$ cat config.mk
export PLATFORM = sky130hd
export DESIGN_NAME = pu_msp430_ram_arbiter
export DESIGN_NICKNAME = d
export VERILOG_FILES = /design/src/rtl/pu_msp430_ram_arb_pkg.sv /design/src/rtl/pu_msp430_rr_arbiter_2.sv /design/src/rtl/pu_msp430_ram_arbiter.sv
export SDC_FILE = /design/constraint.sdc
export NUM_CORES = 1
export LEC_CHECK = 0
export CAP_MARGIN = 20
export CORE_UTILIZATION = 21
export DETAILED_ROUTE_END_ITERATION = 8
export PLACE_DENSITY = 0.76
export RECOVER_POWER = 100
export SYNTH_ARGS = -nofsm -noshare
export SYNTH_HDL_FRONTEND = slang
export SYNTH_SLANG_ARGS = --single-unit
$ cat constraint.sdc
create_clock -name mclk -period 1.4 [get_ports mclk]
set_input_delay 0.28 -clock mclk [delete_from_list [all_inputs] [get_ports mclk]]
set_output_delay 0.28 -clock mclk [all_outputs]
set_load 0.02 [all_outputs]
$ cat src/rtl/pu_msp430_ram_arb_pkg.sv
// Shared types and constants for the MSP430 RAM port arbiter.
package pu_msp430_ram_arb_pkg;

  typedef logic req_idx_t;

  localparam req_idx_t REQ0 = 1'b0;
  localparam req_idx_t REQ1 = 1'b1;

  localparam logic [1:0] WEN_READ = 2'b11;
  localparam logic [1:0] WEN_WORD = 2'b00;

  typedef struct packed {
    logic     valid;
    logic     is_read;
    logic     oob;
    req_idx_t owner;
  } rsp_pipe_t;

  function automatic logic is_read_access(input logic [1:0] wen);
    return wen == WEN_READ;
  endfunction

  function automatic logic is_word_write(input logic [1:0] wen);
    return wen == WEN_WORD;
  endfunction

endpackage

$ cat src/rtl/pu_msp430_rr_arbiter_2.sv
// Two-way grant logic: round-robin on ties, or fixed priority to requester 0
// with an external starvation override.
module pu_msp430_rr_arbiter_2
  import pu_msp430_ram_arb_pkg::*;
(
  input  logic mclk,
  input  logic reset_n,
  input  logic req0,
  input  logic req1,
  input  logic fixed_mode,
  input  logic starve_force,
  output logic gnt0,
  output logic gnt1
);

  req_idx_t last_win;
  logic     pick1;

  always_comb begin
    pick1 = 1'b0;
    if (req1 && !req0)
      pick1 = 1'b1;
    else if (req0 && req1)
      pick1 = fixed_mode ? starve_force : (last_win == REQ0);
    gnt1 = req1 && pick1;
    gnt0 = req0 && !pick1;
  end

  // Reset as if requester 1 won last, so requester 0 takes the first tie.
  always_ff @(posedge mclk or negedge reset_n) begin
    if (!reset_n)
      last_win <= REQ1;
    else if (gnt0 || gnt1)
      last_win <= gnt1 ? REQ1 : REQ0;
  end

endmodule

$ cat src/rtl/pu_msp430_ram_arbiter.sv
// Shares one MSP430 word-RAM port between the CPU backbone (0) and a DMA/debug
// master (1); routes read data and range errors back to the access owner.
module pu_msp430_ram_arbiter
  import pu_msp430_ram_arb_pkg::*;
#(
  parameter int ADDR_MSB     = 6,
  parameter int MEM_SIZE     = 256,
  parameter int FIXED_PRIO   = 0,
  parameter int STARVE_LIMIT = 4
) (
  input  logic              mclk,
  input  logic              reset_n,
  input  logic              req0,
  input  logic              req1,
  input  logic [ADDR_MSB:0] addr0,
  input  logic [ADDR_MSB:0] addr1,
  input  logic [1:0]        wen0,
  input  logic [1:0]        wen1,
  input  logic [15:0]       din0,
  input  logic [15:0]       din1,
  output logic              gnt0,
  output logic              gnt1,
  output logic [15:0]       rdata0,
  output logic [15:0]       rdata1,
  output logic              rvalid0,
  output logic              rvalid1,
  output logic              err0,
  output logic              err1,
  output logic [ADDR_MSB:0] ram_addr,
  output logic              ram_cen,
  output logic [1:0]        ram_wen,
  output logic [15:0]       ram_din,
  input  logic [15:0]       ram_dout
);

  localparam int         WORDS     = MEM_SIZE / 2;
  localparam logic [3:0] STARVE_TC = 4'(STARVE_LIMIT);

  logic       starve_force;
  logic [3:0] starve_left;
  logic       in_range;
  rsp_pipe_t  pipe_d, pipe_q;
  logic [15:0] rd_data;

  pu_msp430_rr_arbiter_2 u_arb (
    .mclk         (mclk),
    .reset_n      (reset_n),
    .req0         (req0),
    .req1         (req1),
    .fixed_mode   (FIXED_PRIO != 0),
    .starve_force (starve_force),
    .gnt0         (gnt0),
    .gnt1         (gnt1)
  );

  // Down-counts the cycles requester 1 may still lose; terminal count forces its grant.
  assign starve_force = (starve_left == 4'd0);

  always_ff @(posedge mclk or negedge reset_n) begin
    if (!reset_n)
      starve_left <= STARVE_TC;
    else if (req1 && !gnt1)
      starve_left <= starve_force ? 4'd0 : starve_left - 4'd1;
    else
      starve_left <= STARVE_TC;
  end

  always_comb begin
    ram_addr = '0;
    ram_wen  = WEN_READ;
    ram_din  = '0;
    if (gnt0) begin
      ram_addr = addr0;
      ram_wen  = wen0;
      ram_din  = din0;
    end else if (gnt1) begin
      ram_addr = addr1;
      ram_wen  = wen1;
      ram_din  = din1;
    end
  end

  assign in_range = (int'(ram_addr) < WORDS);
  assign ram_cen  = !((gnt0 || gnt1) && in_range);

  always_comb begin
    pipe_d         = '0;
    pipe_d.valid   = gnt0 || gnt1;
    pipe_d.is_read = is_read_access(ram_wen);
    pipe_d.oob     = !in_range;
    pipe_d.owner   = gnt1 ? REQ1 : REQ0;
  end

  always_ff @(posedge mclk or negedge reset_n) begin
    if (!reset_n)
      pipe_q <= '0;
    else
      pipe_q <= pipe_d;
  end

  // Out-of-range reads never touched the RAM, so return zero instead of stale dout.
  assign rd_data = pipe_q.oob ? 16'h0000 : ram_dout;

  assign rvalid0 = pipe_q.valid && pipe_q.is_read && (pipe_q.owner == REQ0);
  assign rvalid1 = pipe_q.valid && pipe_q.is_read && (pipe_q.owner == REQ1);
  assign rdata0  = rvalid0 ? rd_data : 16'h0000;
  assign rdata1  = rvalid1 ? rd_data : 16'h0000;
  assign err0    = pipe_q.valid && pipe_q.oob && (pipe_q.owner == REQ0);
  assign err1    = pipe_q.valid && pipe_q.oob && (pipe_q.owner == REQ1);

endmodule

Yosys cells after proc, flatten, opt, wreduce, memory -nomap -nowiden
Cells that the tools add are included.
W data, S select, Z words.
{"block": "word_totals", "regBits": 4, "in_bits": 70, "output_inout_bits": 64}
{"block": "op_classes", "n_eq_ne": 1, "muxes": 11, "bitwise": 2, "n_reduce_logical": 11}
{"cell": "$mux W16", "n": 4}
{"cell": "$mux W7", "n": 2}
{"cell": "$logic_and A1 B1 Y1", "n": 7}
{"cell": "$mux W2", "n": 2}
{"cell": "$logic_not A1 Y1", "n": 3}
{"cell": "$mux W1", "n": 3}
{"cell": "$eq A2 B2 Y1 const B", "n": 1}
{"cell": "$not A1 Y1", "n": 2}
{"cell": "$logic_or A1 B1 Y1", "n": 1}

Depth between registers and ports, before layout
Gate-level depths: netlist of the first run.
{"block": "depth", "ltp_word": 7, "mapped_depth": 4, "mapped_depth_nobuf": 2}

Modules after synthesis
Synthesis of the first run repeated with hierarchy kept, for this count alone.
{"block": "unflattened", "cells_unflattened": 111, "area_unflattened_um2": 899.6}
{"mod": "pu_msp430_ram_arbiter", "n_inst": 1, "cells_each": 101, "area_each_um2": 809.5}
{"mod": "pu_msp430_rr_arbiter_2", "n_inst": 1, "cells_each": 10, "area_each_um2": 90.1}

Worst setup path after synthesis of the first run
OpenSTA, ideal clock, no wires.
{"block": "synth_path", "path_kind": "reg-to-output", "startpoint": "reg u_arb.last_win", "endpoint": "out ram_din[10]", "arrival_ps": 1370, "required_ps": 1120, "slack_ps": -250, "stages_incl_launch_ff": 5, "n_path_buf": 2, "cell_sequence": "dfstp_2 > a21bo_2 > buf_6 > buf_8 > mux2i_1"}
{"block": "synth_between", "elab_chain_cells": 6, "elab_cells_between_ends": 8, "cone_classes": "mux: 4; bitwise: 1; reduce/logical: 3"}
{"item": "start, declared", "line": "pu_msp430_rr_arbiter_2.sv:16", "text": "req_idx_t last_win;"}
{"item": "start signal, assigned", "line": "pu_msp430_rr_arbiter_2.sv:34", "text": "last_win <= gnt1 ? REQ1 : REQ0;"}
{"item": "$not A1 Y1 *", "line": "pu_msp430_rr_arbiter_2.sv:24", "text": "pick1 = fixed_mode ? starve_force : (last_win == REQ0);"}
{"item": "$mux W1 *", "line": "pu_msp430_rr_arbiter_2.sv:23", "text": "else if (req0 && req1)"}
{"item": "$mux W1 *", "line": "pu_msp430_rr_arbiter_2.sv:21", "text": "if (req1 && !req0)"}
{"item": "$logic_and A1 B1 Y1 or $logic_not A1 Y1 (tied branches)", "line": "pu_msp430_rr_arbiter_2.sv:25, pu_msp430_rr_arbiter_2.sv:26"}
{"item": "$mux W16 or $logic_and A1 B1 Y1 (tied branches)", "line": "pu_msp430_ram_arbiter.sv:76, pu_msp430_rr_arbiter_2.sv:26"}
{"item": "$mux W16 *", "line": "pu_msp430_ram_arbiter.sv:72", "text": "if (gnt0) begin"}
{"item": "end, declared", "line": "pu_msp430_ram_arbiter.sv:32", "text": "output logic [15:0] ram_din,"}
Mark *: on every way between the ends. The rest lies on a longest branch, timed or not.

Final worst setup path of the first run
{"block": "layout_path", "startpoint": "reg u_arb.last_win", "endpoint": "out ram_wen[0]"}
{"block": "layout_between", "elab_chain_cells": 6, "elab_cells_between_ends": 8, "cone_classes": "mux: 4; bitwise: 1; reduce/logical: 3"}
{"item": "$not A1 Y1 *", "line": "pu_msp430_rr_arbiter_2.sv:24"}
{"item": "$mux W1 *", "line": "pu_msp430_rr_arbiter_2.sv:23"}
{"item": "$mux W1 *", "line": "pu_msp430_rr_arbiter_2.sv:21"}
{"item": "$logic_and A1 B1 Y1 or $logic_not A1 Y1 (tied branches)", "line": "pu_msp430_rr_arbiter_2.sv:25, pu_msp430_rr_arbiter_2.sv:26"}
{"item": "$mux W2 or $logic_and A1 B1 Y1 (tied branches)", "line": "pu_msp430_ram_arbiter.sv:76, pu_msp430_rr_arbiter_2.sv:26"}
{"item": "$mux W2 *", "line": "pu_msp430_ram_arbiter.sv:72"}
{"item": "end, declared", "line": "pu_msp430_ram_arbiter.sv:31", "text": "output logic [1:0] ram_wen,"}
Marks and branches as above.

==> results of run 1 <==
cells by family (layout without fill, tap and decap cells):
logic type,count (synthesis),in the layout,synth area share [%]
mux,26,26,29.10
buf+inv,37,182,20.49
flops,4,4,11.07
compound gates,3,3,2.459
other cells,1,2,0.4094
simple gates,63,63,36.48
flip-flops by register name, indices dropped and copies added, names as in the netlist:
| register | flops |
|---|---|
| pipe_q | 3 |
| u_arb.last_win | 1 |
final cells by class:
| type | count | area [µm²] | share of cell area, % |
|---|---|---|---|
| well taps | 50 | 62.56 | 2.139 |
| inverters | 25 | 93.84 | 3.209 |
| clock buffers | 4 | 45.04 | 1.540 |
| repair buffers | 153 | 1667 | 57.00 |
| flip-flops and latches | 4 | 101.3 | 3.466 |
| multi-input cells | 94 | 954.7 | 32.65 |
per-layer routing:
layer / wire length (µm) / global-route usage, % / up-vias
li1: - / - / 690
met1: 1505 / 18.90 / 609
met2: 2173 / 33.33 / 91
met3: 434 / 3.500 / 2
met4: 18 / 3.906 / 0
met5: 0 / 0 / -
per-stage QoR:
| step | utilization, % | area [µm²] |
|---|---|---|
| 3_5_place_dp | 62.61 | 2559 |
| 6_report | 71.56 | 2924 |
| 2_1_floorplan | - | 1167 |
| 5_1_grt | 71.56 | 2924 |
| 4_1_cts | 71.71 | 2930 |
| 3_3_place_gp | 62.61 | 2559 |
cell usage after synthesis:
library cell,n,area share [%]
and2_1,33,23
and3b_1,1,0.96
inv_1,25,10
buf_8,1,1.6
buf_6,1,1.2
buf_12,1,2.2
mux2i_1,24,26
and3_1,1,0.68
conb_1,1,0.41
mux2_2,1,1.2
dfstp_2,1,2.9
or2_2,1,0.68
nand2b_1,2,1.4
clkbuf_1,2,0.82
a21bo_2,1,1.1
buf_4,2,1.6
a21oi_1,1,0.55
dfrtp_1,3,8.2
nor2_1,1,0.41
a21boi_0,1,0.82
nand2_1,24,9.8
buf_2,5,2.7
mux2_4,1,1.6
worst max-delay path: cells and delay by family, from the launching register on:
family | cells | cell delay [ns]
DFF | 1 | 0.54
buffers and inverters | 2 | 0.29
muxes | 1 | 0.31
AOI/OAI and AO/OA | 1 | 0.21
what timing repair did:
action / in CTS / in global routing
buffers inserted: 10 / 0
endpoints found under the setup margin: 62 / 59
gates resized for setup: 408 / 2
cloned: 3 / 0
pin swaps: 13 / 13
power by group:
group | switching [µW] | total, µW | internal [µW]
combinational | 480 | 1190 | 714
sequential | 6.97 | 138 | 131
clock | 59.4 | 254 | 194
total | 546 | 1590 | 1040
worst paths after layout:
check	to	cells past startpoint
min reg2reg	u_arb.last_win$_DFFE_PN1N_	2
min in group mclk	u_arb.last_win$_DFFE_PN1N_	2
max reg2reg	pipe_q[2]$_DFF_PN0_	4
min	pipe_q[0]$_DFF_PN0_	1
max	ram_wen[0]	4
max in group asynchronous	u_arb.last_win$_DFFE_PN1N_	1
==> results.cfg, run 1 <==
[clock_tree]
hold_buffers = 0
clock_tree.root_cell = clkbuf_8
clock_sinks = 4
cts_htree_levels = 1
cts_tree = done
path_clk_slew_ns = 0.03
clk_latency_ns = 0.22
cts_made_buffers = 3
clock_path_buffers = 2

[final_layout]
fill_cells = 327
layout_common_cells = clkdlybuf4s50_1 (66), buf_6 (58), and2_4 (33), inv_1 (24), nand2_1 (24)
final_layout_size_suffix_gt1_share_pct = 51.79
nets = 351
finalNonFillerCells = 330
area_growth_syn_to_layout_pct = 219.3
n_antenna_cell = 0
final_common_cell = clkdlybuf4s50_1

[sta]
fin_crit_ns = 1.857
hold_viol_final = 0
grt_setup_unrepaired = yes
min_period_over_period_pct = 132.6
skew_ns = 0.004554
whs_ns = 0.3308
setup_viol = 59
fin_ws_ns = -0.4570
fmax_mhz = 538.5
tns_ns = -14.60
slew_viol_final = 0

[yosys]
synth_seq_cells = 4
synth-seq-area-share_pct = 11.07
synth_area_um2 = 915.9
synthCells = 134
yosysWarnings = 0
avgSynthCellArea_um2 = 6.835
synth_cell_types = 23

[critical_path]
cp-end-kind = output port
critPathMaxStageDelay_ns = 0.54
critPathArrivalTime_ns = 1.58
rrSetupSlack_ns = 0.06
rr_startpoint = u_arb.last_win$_DFFE_PN1N_
critical_path_class = register to output port
crit_start = u_arb.last_win$_DFFE_PN1N_
cp_cell_sequence = a21bo_4 -> buf_16 -> mux2_4 -> buf_6
crit_fanout = 6
cp_slowest_cell = dfstp_2
worstPathRequired_ns = 1.12
start_kind = register

[global_route]
grt_pass1_vias = 1332
grt_pass1_wl_um = 6037
grt_overflow_total = 0
antenna_found_initial = 0
grt_start_max_net_pins = 16
grt_use_total_pct = 17.26

[drt]
routed_via_density = 4.218
wl_per_cell_um = 12.52
final_antenna_net_count = 0
drt-total-wl_um = 4131
via_count = 1392
drt_iter0_drc = 27
drc = 0
drt_pass1_iterations = 2

[floorplan]
dieArea_um2 = 4629
start_util_pct = 22.41
io-pin-count = 134
die_h_um = 68.04
core-area_um2 = 4086
rows = 23
die_w_um = 68.04

[pwr]
p_leak_uw = 0.001410
power.density_nw_per_um2 = 542.1
peakVddDrop_mv = 0.2802
total_power_uw = 1585

[run_status]
outcome = finished with violations
failed_checks = negative setup slack

[hold_path]
hold_path_class = input port to async pin

[placement]
post-place-cells = 315
gp_congestion = 0.6594
dpl_worst_slack_ns = -0.9357
portBuffers = 131
dpl.hpwl_um = 3031

[flow_run]
drv_cap = 0
Power figures use the tool's default switching activity.
==> run 2, diff against run 1 <==
==> constraint.sdc (replaced) <==
create_clock -name mclk -period 1.4 [get_ports mclk]
set_input_delay 0.14 -clock mclk [delete_from_list [all_inputs] [get_ports mclk]]
set_output_delay 0.14 -clock mclk [all_outputs]
set_load 0.02 [all_outputs]
==> results.cfg, run 2 (synthesis results as in run 1) <==
[run_status]
outcome = finished with violations
failed_checks = negative setup slack

[critical_path]
cp_slowest_cell = dfstp_2
start_kind = register
reg2reg_depth = 4
cp-end-kind = output port
worstPathRequired_ns = 1.26
critPathArrivalTime_ns = 1.52
cp_cell_sequence = a21bo_4 -> buf_12 -> mux2_4 -> buf_6
crit_fanout = 6
critPathMaxStageDelay_ns = 0.53
critical_path_class = register to output port

[sta]
grt_setup_unrepaired = yes
slew_viol_final = 0
fin_ws_ns = -0.2605
setup_viol = 35
whs_ns = 0.1974
skew_ns = 0.0009104
min_period_over_period_pct = 118.6
fmax_mhz = 602.2
fin_crit_ns = 1.660
hold_viol_final = 0

[final_layout]
nets = 344
largest_reg_flops = 3
area_growth_syn_to_layout_pct = 177.5
final_layout_size_suffix_gt1_share_pct = 44.32
finalNonFillerCells = 323
top_register = pipe_q
reg_top3 = pipe_q: 3 flops, u_arb.last_win: 1 flops
final_common_cell = clkdlybuf4s50_1
layout_common_cells = clkdlybuf4s50_1 (68), buf_6 (32), inv_1 (25), nand2_1 (24), buf_2 (20)
n_antenna_cell = 0
fill_cells = 358

[pwr]
power_switching_uw = 499.6
p_int_uw = 920.6
power.density_nw_per_um2 = 558.9
p_seq_share_pct = 9.7
power_switching_share_pct = 35.18
p_leak_uw = 0.001284
clkPwrFrac_pct = 18.0
peakVddDrop_mv = 0.2983
p_comb_share_pct = 72.3

[floorplan]
start_util_pct = 22.41
io-pin-count = 134
rows = 23
dieArea_um2 = 4629
die_h_um = 68.04
core-area_um2 = 4086
die_w_um = 68.04

[flow_run]
drv_cap = 0

[drt]
routed_via_density = 4.133
final_antenna_net_count = 0
drc = 0
drt-total-wl_um = 3738
drt_iter0_drc = 9
drt_pass1_iterations = 2
via_count = 1335
wl_per_cell_um = 11.57

[global_route]
grt_pass1_wl_um = 5237
grt_overflow_total = 0
grt_pass1_vias = 1169
antenna_found_initial = 0
grt_use_total_pct = 14.95
grt_start_max_net_pins = 30

[clock_tree]
path_clk_slew_ns = 0.03
cts_htree_levels = 1
clk_latency_ns = 0.21
cts_tree = done
clock_sinks = 4
clock_tree.root_cell = clkbuf_8
cts_made_buffers = 3
clock_path_buffers = 2
hold_buffers = 0

[placement]
gp_congestion = 0.6743
dpl.hpwl_um = 2936
post-place-cells = 314
portBuffers = 131

[hold_path]
hold_path_class = input port to async pin
-- run 2: changes by cell type in the layout (fill, tap and decap cells not counted), sizes merged --
cell and delta:
buf -4, clkbuf -2, clkdlybuf4s50 +2, bufbuf -1, clkdlybuf4s15 -1, dlygate4sd2 -1
-- run 2: per-stage QoR --
step	power (µW)	instance area (µm²)	TNS [ns]	utilization, %	worst slack (ns)
2_1_floorplan	624.1	1066	-0.4882	-	-0.03834
3_3_place_gp	1106	2462	-21.24	60.26	-0.6292
3_5_place_dp	1116	2462	-22.53	60.26	-0.6462
4_1_cts	1382	2425	-7.119	59.34	-0.3283
5_1_grt	1502	2541	-7.984	62.19	-0.3072
6_report	1420	2541	-5.660	62.19	-0.2605
-- run 2: path summary, 6_finish.rpt --
kind | to | slack, ns | startpoint
max reg2reg | pipe_q[2]$_DFF_PN0_ | 0.11 | u_arb.last_win$_DFFE_PN1N_
max | ram_wen[0] | -0.26 | u_arb.last_win$_DFFE_PN1N_
min | pipe_q[3]$_DFF_PN0_ | 0.20 | reset_n
min reg2reg | u_arb.last_win$_DFFE_PN1N_ | 0.62 | u_arb.last_win$_DFFE_PN1N_
min in group mclk | u_arb.last_win$_DFFE_PN1N_ | 0.62 | u_arb.last_win$_DFFE_PN1N_
max in group asynchronous | u_arb.last_win$_DFFE_PN1N_ | 0.96 | reset_n
-- run 2: worst max-delay path: cells and delay by family (launching register included) --
kind	cells	cell delay, ns
AOI/OAI and AO/OA	1	0.19
muxes	1	0.30
buffers and inverters	2	0.27
DFF	1	0.53
-- run 2: per-layer routing --
metal | share of wire (%) | track usage [%]
met5 | 0 | 0
met1 | 32 | 15.15
met2 | 54 | 28.80
met4 | 0.94 | 5.469
met3 | 12 | 3.833
-- run 2: power by group through the flow --
stage | combinational [µW] | sequential, µW | clock (µW)
finish | 1030 | 138 | 255
global route | 1100 | 140 | 266
CTS | 979 | 140 | 263
detailed placement | 976 | 140 | 0
global placement | 968 | 138 | 0
floorplan | 488 | 136 | 0
-- run 2: what timing repair did --
action / 4_1_cts / 5_1_grt
pin swaps: 1 / 9
setup endpoints to repair: 62 / 47
gates cloned: 2 / 1
gates resized for setup: 289 / 50
buffers inserted: 3 / 1
-- run 2: layout make-up --
type	instances	area, µm²	area share (%)
well taps	50	62.56	2.462
multi-input cells	94	827.0	32.55
clock buffers	4	45.04	1.773
repair buffers	146	1411	55.54
inverters	25	93.84	3.693
flip-flops and latches	4	101.3	3.988
